==> config.mk <==
export PLATFORM = sky130hd
export DESIGN_NAME = sram_req_arbiter
export DESIGN_NICKNAME = d
export VERILOG_FILES = /design/src/rtl/sram_req_arbiter.sv
export SDC_FILE = /design/constraint.sdc
export NUM_CORES = 1
export LEC_CHECK = 0
export BUFFER_PORTS_ARGS = -buffer_cell sky130_fd_sc_hd__buf_2
export CAP_MARGIN = 20
export CORE_AREA = 2 2 114 116
export CTS_CLUSTER_SIZE = 30
export DETAILED_ROUTE_END_ITERATION = 10
export DIE_AREA = 0 0 116 118
export SLEW_MARGIN = 30
export SYNTH_ARGS = -nofsm -noshare
export SYNTH_HDL_FRONTEND = slang
export SYNTH_SLANG_ARGS = --single-unit
==> constraint.sdc <==
create_clock -name clk -period 3.44 [get_ports clk]
set_input_delay 0.688 -clock clk [delete_from_list [all_inputs] [get_ports clk]]
set_output_delay 0.688 -clock clk [all_outputs]
set_load 0.05 [all_outputs]
==> src/rtl/sram_req_arbiter.sv <==
// sram_req_arbiter: merges CH SRAM-like master channels onto one slave port.
// Index 0 = instruction fetch, 1 = data access. Up to DEPTH transactions are
// tracked in a FIFO of issuing-channel indices so that in-order responses
// are routed back to the issuing channel.
// Optional macro ARB_ROUND_ROBIN_EN selects round-robin arbitration instead
// of fixed highest-index priority.
module sram_req_arbiter #(
  parameter int unsigned CH     = 2,
  parameter int unsigned ADDR_W = 32,
  parameter int unsigned DATA_W = 32,
  parameter int unsigned DEPTH  = 4
) (
  input  logic                       clk,
  input  logic                       resetn,
  input  logic [CH-1:0]              ch_req,
  input  logic [CH-1:0]              ch_wr,
  input  logic [2*CH-1:0]            ch_size,
  input  logic [CH*DATA_W/8-1:0]     ch_wstrb,
  input  logic [CH*ADDR_W-1:0]       ch_addr,
  input  logic [CH*DATA_W-1:0]       ch_wdata,
  output logic [CH-1:0]              ch_addr_ok,
  output logic [CH-1:0]              ch_data_ok,
  output logic [DATA_W-1:0]          ch_rdata,
  output logic                       req,
  output logic                       wr,
  output logic [1:0]                 size,
  output logic [DATA_W/8-1:0]        wstrb,
  output logic [ADDR_W-1:0]          addr,
  output logic [DATA_W-1:0]          wdata,
  input  logic                       addr_ok,
  input  logic                       data_ok,
  input  logic [DATA_W-1:0]          rdata,
  output logic [$clog2(DEPTH+1)-1:0] outstanding,
  output logic                       err_unexp
);

  localparam int unsigned IW = $clog2(CH);
  localparam int unsigned PW = $clog2(DEPTH);
  localparam int unsigned CW = $clog2(DEPTH+1);
  localparam int unsigned SW = DATA_W/8;

  logic [IW-1:0] fifo_q [DEPTH];
  logic [PW-1:0] head_q, head_d, tail_q, tail_d;
  logic [CW-1:0] cnt_q, cnt_d;
  logic          lock_q, lock_d;
  logic [IW-1:0] lock_idx_q, lock_idx_d;
  logic          err_q, err_d;
  logic [IW-1:0] win;
  logic          found;
  logic          accept, pop;
`ifdef ARB_ROUND_ROBIN_EN
  logic [IW-1:0] rr_q, rr_d;
  logic [IW-1:0] cand;
`endif

  // Winner selection; an active lock overrides the arbitration result
  always_comb begin
    win   = '0;
    found = 1'b0;
`ifdef ARB_ROUND_ROBIN_EN
    cand  = '0;
    // Walk the search order backwards so the last hit is the first
    // candidate after the pointer.
    for (int unsigned k = CH; k >= 1; k--) begin
      cand = IW'((32'(rr_q) + k) % CH);
      if (ch_req[cand]) begin
        win   = cand;
        found = 1'b1;
      end
    end
`else
    for (int unsigned i = 0; i < CH; i++) begin
      if (ch_req[i]) begin
        win   = IW'(i);
        found = 1'b1;
      end
    end
`endif
    if (lock_q) begin
      win   = lock_idx_q;
      found = 1'b1;
    end
  end

  // Slave-side field mux from the winning channel
  always_comb begin
    wr    = 1'b0;
    size  = '0;
    wstrb = '0;
    addr  = '0;
    wdata = '0;
    for (int unsigned i = 0; i < CH; i++) begin
      if (win == IW'(i)) begin
        wr    = ch_wr[i];
        size  = ch_size[2*i +: 2];
        wstrb = ch_wstrb[i*SW +: SW];
        addr  = ch_addr[i*ADDR_W +: ADDR_W];
        wdata = ch_wdata[i*DATA_W +: DATA_W];
      end
    end
  end

  // Handshakes, response routing and next-state for tracking/lock/error
  always_comb begin
    req        = found && (cnt_q != CW'(DEPTH));
    accept     = req && addr_ok;
    pop        = data_ok && (cnt_q != '0);
    ch_addr_ok = '0;
    ch_data_ok = '0;
    if (accept) ch_addr_ok[win] = 1'b1;
    if (pop)    ch_data_ok[fifo_q[head_q]] = 1'b1;
    ch_rdata   = rdata;

    head_d = pop    ? head_q + PW'(1) : head_q;
    tail_d = accept ? tail_q + PW'(1) : tail_q;
    cnt_d  = cnt_q;
    case ({accept, pop})
      2'b10:   cnt_d = cnt_q + CW'(1);
      2'b01:   cnt_d = cnt_q - CW'(1);
      default: cnt_d = cnt_q;
    endcase

    lock_d     = lock_q;
    lock_idx_d = lock_idx_q;
    if (req && !addr_ok) begin
      lock_d     = 1'b1;
      lock_idx_d = win;
    end else if (addr_ok) begin
      lock_d = 1'b0;
    end

    err_d = err_q | (data_ok && (cnt_q == '0));
`ifdef ARB_ROUND_ROBIN_EN
    rr_d = accept ? win : rr_q;
`endif
  end

  // State registers
  always_ff @(posedge clk or negedge resetn) begin
    if (!resetn) begin
      head_q     <= '0;
      tail_q     <= '0;
      cnt_q      <= '0;
      lock_q     <= 1'b0;
      lock_idx_q <= '0;
      err_q      <= 1'b0;
`ifdef ARB_ROUND_ROBIN_EN
      rr_q       <= '0;
`endif
    end else begin
      head_q     <= head_d;
      tail_q     <= tail_d;
      cnt_q      <= cnt_d;
      lock_q     <= lock_d;
      lock_idx_q <= lock_idx_d;
      err_q      <= err_d;
`ifdef ARB_ROUND_ROBIN_EN
      rr_q       <= rr_d;
`endif
    end
  end

  // Tracking FIFO storage: issuing channel index per accepted request
  always_ff @(posedge clk or negedge resetn) begin
    if (!resetn) begin
      for (int unsigned i = 0; i < DEPTH; i++) fifo_q[i] <= '0;
    end else if (accept) begin
      fifo_q[tail_q] <= win;
    end
  end

  assign outstanding = cnt_q;
  assign err_unexp   = err_q;

endmodule

# [Word-level counts from Yosys, hierarchy flattened]
# Cells that the tools add are included.
[word_totals] inputBits=180 mem_count=0 output_inout_bits=112 ff_bits=14 mem_bits_ro=0 word_cells=65 ramBits=0 latchBits=0
[classes] reduce_logical=13 eq_ne=3 multipliers=0 div_mod_pow=0 addsub=4 order_cmp=7 n_mux=25 bitwise=3 shift=0
[ops] op="two-way mux 32 bit" count=2
[ops] op="two-way mux 1 bit" count=13
[ops] op="logical AND 1 bit" count=8
[ops] op=">= comparator 3 bit (second input constant)" count=2
[ops] op="two-way mux 2 bit" count=3
[ops] op="NOT 2 -> 3 bit" count=2
[ops] op="one-hot mux 3 bit (2 select lines)" count=1
[ops] op="adder 2 x 1 -> 2 bit (second input constant)" count=2
[ops] op="bitwise mux 4 bit" count=1
[ops] op="< comparator 1 x 2 -> 1 bit (second input constant)" count=2
[ops] op="two-way mux 4 bit" count=1
[ops] op="nonzero test 2 bit" count=2
[ops] op="adder 3 x 1 -> 3 bit (second input constant)" count=1
[ops] op="zero test 3 bit" count=1
[ops] op="< comparator 3 x 1 -> 1 bit (second input constant)" count=1
[ops] op="inequality test 3 bit (second input constant)" count=1
[ops] op="nonzero test 3 bit" count=1
[ops] op="subtractor 3 x 1 -> 3 bit (second input constant)" count=1
[ops] op="binary-select mux 1 bit (select 2 bit)" count=1
[ops] op="demux 1 bit (select 1 bit)" count=2
[ops] op="demux 1 bit (select 2 bit)" count=1
[ops] op="== test 2 x 1 -> 1 bit (second input constant)" count=1
[ops] op="== test 2 bit (second input constant)" count=1
[ops] op=">= comparator 1 bit (second input constant)" count=2
[ops] op="other kinds (2)" count=2

# [Logic depth before layout (Yosys ltp)]
# Gate-level depths: netlist (run 1).
[logic_depth] depth_word=9 mapped_depth=9 mapped_depth_nobuf=9

# [Least setup slack after synthesis (run 1)]
# No wires, ideal clock.
[synth_path] path_kind="reg-to-output" from="reg cnt_q[0], in the netlist outstanding[0]" to="out ch_data_ok[0]" required_time_ps=2752 path_stages_with_launch=3 setup_slack_ps=1034 t_arrival_ps=1718 path_buffers=0 cell_sequence="dfrtp_1 > o31a_1 > nor2b_1"
[synth_via] elab_chain_len=3
[synth_rtl] element="start, declared" line="44" rtl="logic [CW-1:0] cnt_q, cnt_d;"
[synth_rtl] element="start signal, assigned" line="153" rtl="cnt_q <= cnt_d;"
[synth_rtl] element="nonzero test 3 bit" line="107" rtl="pop = data_ok && (cnt_q != '0);"
[synth_rtl] element="logical AND 1 bit" line="107"
[synth_rtl] element="net pop" line="50" rtl="logic accept, pop;"
[synth_rtl] element="two-way mux 2 bit" line="111" rtl="if (pop) ch_data_ok[fifo_q[head_q]] = 1'b1;"
[synth_rtl] element="end, declared" line="22" rtl="output logic [CH-1:0] ch_data_ok,"
# The timed path passes the listed nets, and every way through them passes these cells.

# [Worst setup path after layout (run 1)]
[layout_path] from="in ch_req[1]" to="out wdata[20]"
[layout_via] elab_chain_len=3
[layout_rtl] element="start, declared" line="15" rtl="input logic [CH-1:0] ch_req,"
[layout_rtl] element="two-way mux 1 bit" line="73" rtl="if (ch_req[i]) begin"
[layout_rtl] element="two-way mux 1 bit" line="79" rtl="if (lock_q) begin"
[layout_rtl] element="two-way mux 32 bit" line="93" rtl="if (win == IW'(i)) begin"
[layout_rtl] element="end, declared" line="29" rtl="output logic [DATA_W-1:0] wdata,"
# No other way between the ends.

==> results of run 1 <==
[critical path, delay by kind of cell]
family        cells  cell delay (ps)
mux               1              680
buf+inv           2              390
simple gates      2              260
[Yosys cell counts]
cell / instances / area (sq um)
a21o_1: 1 / 7.51
and2_1: 1 / 6.26
and2_2: 2 / 15.0
buf_2: 7 / 35.0
buf_4: 36 / 270
clkbuf_1: 4 / 15.0
dfrtp_1: 14 / 350
fa_1: 1 / 20.0
ha_1: 5 / 62.6
inv_1: 6 / 22.5
mux2_2: 5 / 56.3
mux2_4: 2 / 30.0
mux2i_1: 1 / 10.0
mux2i_4: 1 / 22.5
mux4_2: 1 / 22.5
nand2_1: 218 / 818
nor2_1: 2 / 7.51
nor2b_1: 1 / 6.26
nor3_1: 6 / 30.0
nor3_2: 1 / 10.0
nor3b_2: 2 / 25.0
o21ba_2: 1 / 10.0
o31a_1: 1 / 8.76
xnor2_1: 3 / 26.3
xor2_1: 3 / 26.3
[area by class of cell]
class,count,area (sq um),area share (%)
tap,172,215,7.06
inverter,6,22.5,0.739
multi-input combinational,258,1220,40.0
clock buffer,4,88.8,2.91
sequential,14,350,11.5
timing repair buffer,229,1150,37.8
[metrics by stage]
step                total power, uW  hold WS [ps]  instance area (sq um)
CTS                            2740           346                   3050
global placement               2480           443                   2960
finish                         2720           333                   3050
floorplan                      2120           392                   1910
detailed placement             2490           445                   2960
global route                   2910           362                   3050
[sequential cells by signal, indices dropped and copies added, names as in the netlist]
register / count
fifo_q: 4
outstanding: 3
head_q: 2
tail_q: 2
err_unexp: 1
lock_idx_q: 1
lock_q: 1
[final timing paths]
| kind | from | endpoint | slack [ps] | cells after the start |
|---|---|---|---|---|
| max in group asynchronous | resetn | fifo_q[0] | 2870 | 1 |
| hold / removal | resetn | tail_q[0] | 330 | 1 |
| hold reg to reg | err_unexp | err_unexp | 450 | 1 |
| min in group clk | err_unexp | err_unexp | 450 | 1 |
| setup / recovery | ch_req[1] | wdata[20] | 690 | 5 |
| setup reg to reg | outstanding[0] | outstanding[2] | 1170 | 9 |
[power breakdown]
group	internal, uW	switching (uW)
combinational	547	1600
clock	176	64.3
sequential	249	80.7
[cell families after synthesis]
logic type / after synthesis / synth area share, %
AOI/OAI and AO/OA: 3 / 1.37
xor gates and xnor gates: 6 / 2.75
adders and majority gates: 6 / 4.31
and+or+nand+nor: 233 / 48.0
buffers and inverters: 53 / 17.9
DFF: 14 / 18.3
muxes: 10 / 7.39
[layer usage]
layer / vias to the layer above / wire, um
met2: 161 / 3500
met3: 4 / 994
met1: 1057 / 2780
met5: - / 0
met4: 0 / 34
li1: 1321 / -
==> results.yml, run 1 <==
run_status:
  status: "completed"
setup_path:
  required_ps: 2750
  path_class: "input port to output pin"
  worst-path-max-fanout: 77
  path_cells: "buf_2, mux2_4, nand2_1, nand2_1, buf_2"
  crit_slowest_cell: "mux2_4"
  slowest_delay_ps: 680
  endpoint_kind: "output pin"
  cp.arrival_ps: 2060
  worst_setup_path_start_kind: "input port"
synthesis:
  ys_seq_area_share_pct: 18.3
  synth_cell_types: 25
  syn_area_sq_um: 1910
  synth-seq-cells: 14
  synthCells: 325
  synth_area_per_cell_sq_um: 5.89
  syn_nets: 511
  ys_warn_count: 0
sta:
  fin_ws_ps: 687
  rsz0062_at_grt: "no"
  fin_crit_ps: 2750
  slew_headroom_pct: 47.5
  slew_viol_final: 0
  fin_tns_setup_ps: 0
  final_hold_viol_count: 0
  timing.fmax_ghz: 0.363
  fin_crit_sh_pct: 80.0
  worst_pin_slew_ps: 788
  setup_violations: 0
  worst_clock_skew_ps: 1.92
finish:
  fin_util_pct: 24.6
  nets: 698
  drive_gt1_share_pct: 48.5
  n_antenna_cell: 0
  fillers: 1425
  area_growth_pct: 59.3
  mostFrequentLayoutCell: "buf_2"
  mostFrequentLayoutCells: "buf_2 (227), nand2_1 (218), dfrtp_1 (14)"
  fin_cells: 683
placed_design:
  portBuffers: 227
  dp_cells: 679
  dp_hpwl_um: 6120
  dp_slack_ps: 702
  gp_congestion: 0.710
detailed_routing:
  drc: 0
  drt_pass1_iterations: 6
  drt_iter0_drc: 59
  viasPerCell: 3.72
  wire_per_inst_um: 10.7
  routed_wl_um: 7310
  drtAntennaViolNets: 0
  vias: 2543
power_and_ir_drop:
  p_leak_uw: 0.00195
  cellPowerDensity_nw_per_um2: 891
  irDropWorstVdd_mv: 0.385
clock_network:
  clk_pin_slew_ps: 50
  root_buffer: "clkbuf_16"
  insertion_delay_ps: 240
  cts_tree: "yes"
  cts_sinks: 14
  cts_buffer_depth: 2
  ctsResizeCount: 0
  hold_buffers: 0
  htreeDepth: 1
  numCtsBuffers: 3
  post_cts_buffers: 0
floorplanning:
  die_x_um: 116
  rows: 41
  die_y_um: 118
  coreArea_sq_um: 12400
  dieArea_sq_um: 13700
  initial_core_util_pct: 15.4
  ioPinCount: 292
global_routing:
  overflow: 0
  use_met3_pct: 3.76
  first_global_vias: 2096
  grt_pass1_wl_um: 10200
  grt_start_max_net_pins: 78
  antenna_found_initial: 0
  grt-busiest-layer: "met2"
  grt_use_total_pct: 9.18
  grtUsageMet2_pct: 17.1
  gr-usage-met1_pct: 9.70
flow_run:
  drv_cap: 0
worst_hold_path:
  hp-class: "input port to async pin"
(Power assumes the default switching activity.)
==> run 2: changes to the inputs <==
--- a/config.mk
+++ b/config.mk
@@ -7,10 +7,10 @@
 export LEC_CHECK = 0
 export BUFFER_PORTS_ARGS = -buffer_cell sky130_fd_sc_hd__buf_2
 export CAP_MARGIN = 20
-export CORE_AREA = 2 2 114 116
+export CORE_AREA = 2 2 113 115
 export CTS_CLUSTER_SIZE = 30
 export DETAILED_ROUTE_END_ITERATION = 10
-export DIE_AREA = 0 0 116 118
+export DIE_AREA = 0 0 115 117
 export SLEW_MARGIN = 30
 export SYNTH_ARGS = -nofsm -noshare
 export SYNTH_HDL_FRONTEND = slang
==> constraint.sdc (replaced) <==
create_clock -name clk -period 2.3 [get_ports clk]
set_input_delay 0.46 -clock clk [delete_from_list [all_inputs] [get_ports clk]]
set_output_delay 0.46 -clock clk [all_outputs]
set_load 0.05 [all_outputs]
==> run 2 against run 1 <==
Net effect:
- core utilization rose by 0.97 points
- critical path depth fell by 1
- non-clock buffer count rose by 3
- total power rose by 57%
- hold slack got worse by 230 ps
- clock power rose by 51%
- die area fell by 1.7%
- largest power group unchanged
- cell area rose by 3.1%
- global-route usage rose by 0.12 points
==> results.yml, run 2 (same netlist as run 1, synthesis figures left out) <==
run_status:
  status: "completed"
setup_path:
  r2r-start: "lock_q"
  path_class: "register to output pin"
  cp.arrival_ps: 1750
  r2r_end: "outstanding[2]"
  reg2reg_depth: 9
  endpoint_kind: "output pin"
  worst_setup_path_start_kind: "register"
  r2r_slack_ps: 360
  required_ps: 1840
  worst-path-max-fanout: 38
detailed_routing:
  drtAntennaViolNets: 0
  routed_wl_um: 7970
  vias: 2570
  viasPerCell: 3.86
  wire_per_inst_um: 12.0
  drc: 0
  drt_iter0_drc: 61
  drt_pass1_iterations: 4
sta:
  fin_tns_setup_ps: 0
  fin_crit_ps: 2210
  fin_crit_sh_pct: 95.9
  fin_ws_ps: 93.7
  final_hold_viol_count: 0
  worst_clock_skew_ps: 1.27
  timing.fmax_ghz: 0.453
  setup_violations: 0
  slew_viol_final: 0
  slew_headroom_pct: 67.5
  rsz0062_at_grt: "no"
  worst_pin_slew_ps: 487
finish:
  area_growth_pct: 64.2
  fillers: 1392
  n_antenna_cell: 0
  largest_register_ffs: 4
  drive_gt1_share_pct: 49.3
  multi_input_area_sq_um: 1250
  regMostFlops: "fifo_q"
  mostFrequentLayoutCell: "buf_2"
  mostFrequentLayoutCells: "buf_2 (224), nand2_1 (218), dfrtp_1 (12)"
  register_area_sq_um: 353
  nets: 702
floorplanning:
  coreArea_sq_um: 12300
  die_y_um: 117
  ioPinCount: 292
  initial_core_util_pct: 15.5
  die_x_um: 115
  dieArea_sq_um: 13500
  rows: 41
placed_design:
  dp_slack_ps: 10.3
  gp_congestion: 0.681
  dp_hpwl_um: 6220
  portBuffers: 227
power_and_ir_drop:
  irDropWorstVdd_mv: 0.530
  cellPowerDensity_nw_per_um2: 1360
  p_leak_uw: 0.00200
global_routing:
  grt_pass1_wl_um: 9930
  overflow: 0
  grt_use_total_pct: 9.31
  grt_start_max_net_pins: 78
  antenna_found_initial: 0
  first_global_vias: 2007
clock_network:
  post_cts_buffers: 0
  hold_buffers: 0
  htreeDepth: 1
  cts_buffer_depth: 2
  root_buffer: "clkbuf_16"
  insertion_delay_ps: 240
  clk_pin_slew_ps: 50
  cts_tree: "yes"
  cts_sinks: 14
  numCtsBuffers: 3
flow_run:
  drv_cap: 0
worst_hold_path:
  hp-class: "input port to async pin"
[run 2: per-stage QoR]
step / instances / util [%] / cell area (sq um) / power [uW] / hold WS (ps)
2_1_floorplan: 325 / - / 1920 / 3180 / 164
3_5_place_dp: 660 / 24.6 / 3030 / 3860 / 376
5_1_grt: 665 / 25.5 / 3140 / 4560 / 133
4_1_cts: 664 / 25.4 / 3130 / 4270 / 118
6_report: 665 / 25.5 / 3140 / 4260 / 106
3_3_place_gp: 660 / 24.6 / 3030 / 3850 / 373
[run 2: how the worst max path moves through the flow]
stage | start | end | slack, ps | cells past startpoint
3_5_place_dp | ch_req[1] | ch_addr_ok[1] | 10 | 4
3_3_place_gp | ch_req[1] | ch_addr_ok[1] | 20 | 4
2_1_floorplan | outstanding[0] | outstanding[2] | 40 | 9
4_1_cts | lock_q | wdata[31] | 20 | 4
5_1_grt | lock_q | wdata[6] | 20 | 5
6_report | lock_q | addr[14] | 90 | 4
[run 2: final cells by class]
type	instances	area share, %
clock buffers	4	2.83
repair buffers	232	39.6
well taps	150	5.97
multi-input cells	259	39.7
flip-flops and latches	14	11.2
inverters	6	0.717
[run 2: metal layers]
layer / up-vias / GRT usage (%) / wire [um]
met5: - / 0 / 0
met3: 7 / 3.96 / 975
met2: 157 / 15.2 / 3750
met1: 1072 / 11.5 / 3200
li1: 1334 / - / -
met4: 0 / 1.93 / 48
[run 2: critical path, stage by stage (launching register included)]
cell and delay (ps):
dfrtp_2 480, mux2_4 530, nand2_1 100, nand2_1 90, buf_2 260
[run 2: timing repair]
| action | CTS | global route |
|---|---|---|
| setup endpoints to repair | 72 | 65 |
| resized for setup | 1 | 1 |
| gates cloned | 0 | 1 |
[run 2: power by group]
part | internal [uW] | switching (uW) | total (uW)
sequential | 376 | 128 | 504
combinational | 932 | 2470 | 3400
clock | 263 | 98.9 | 362
total | 1570 | 2690 | 4260
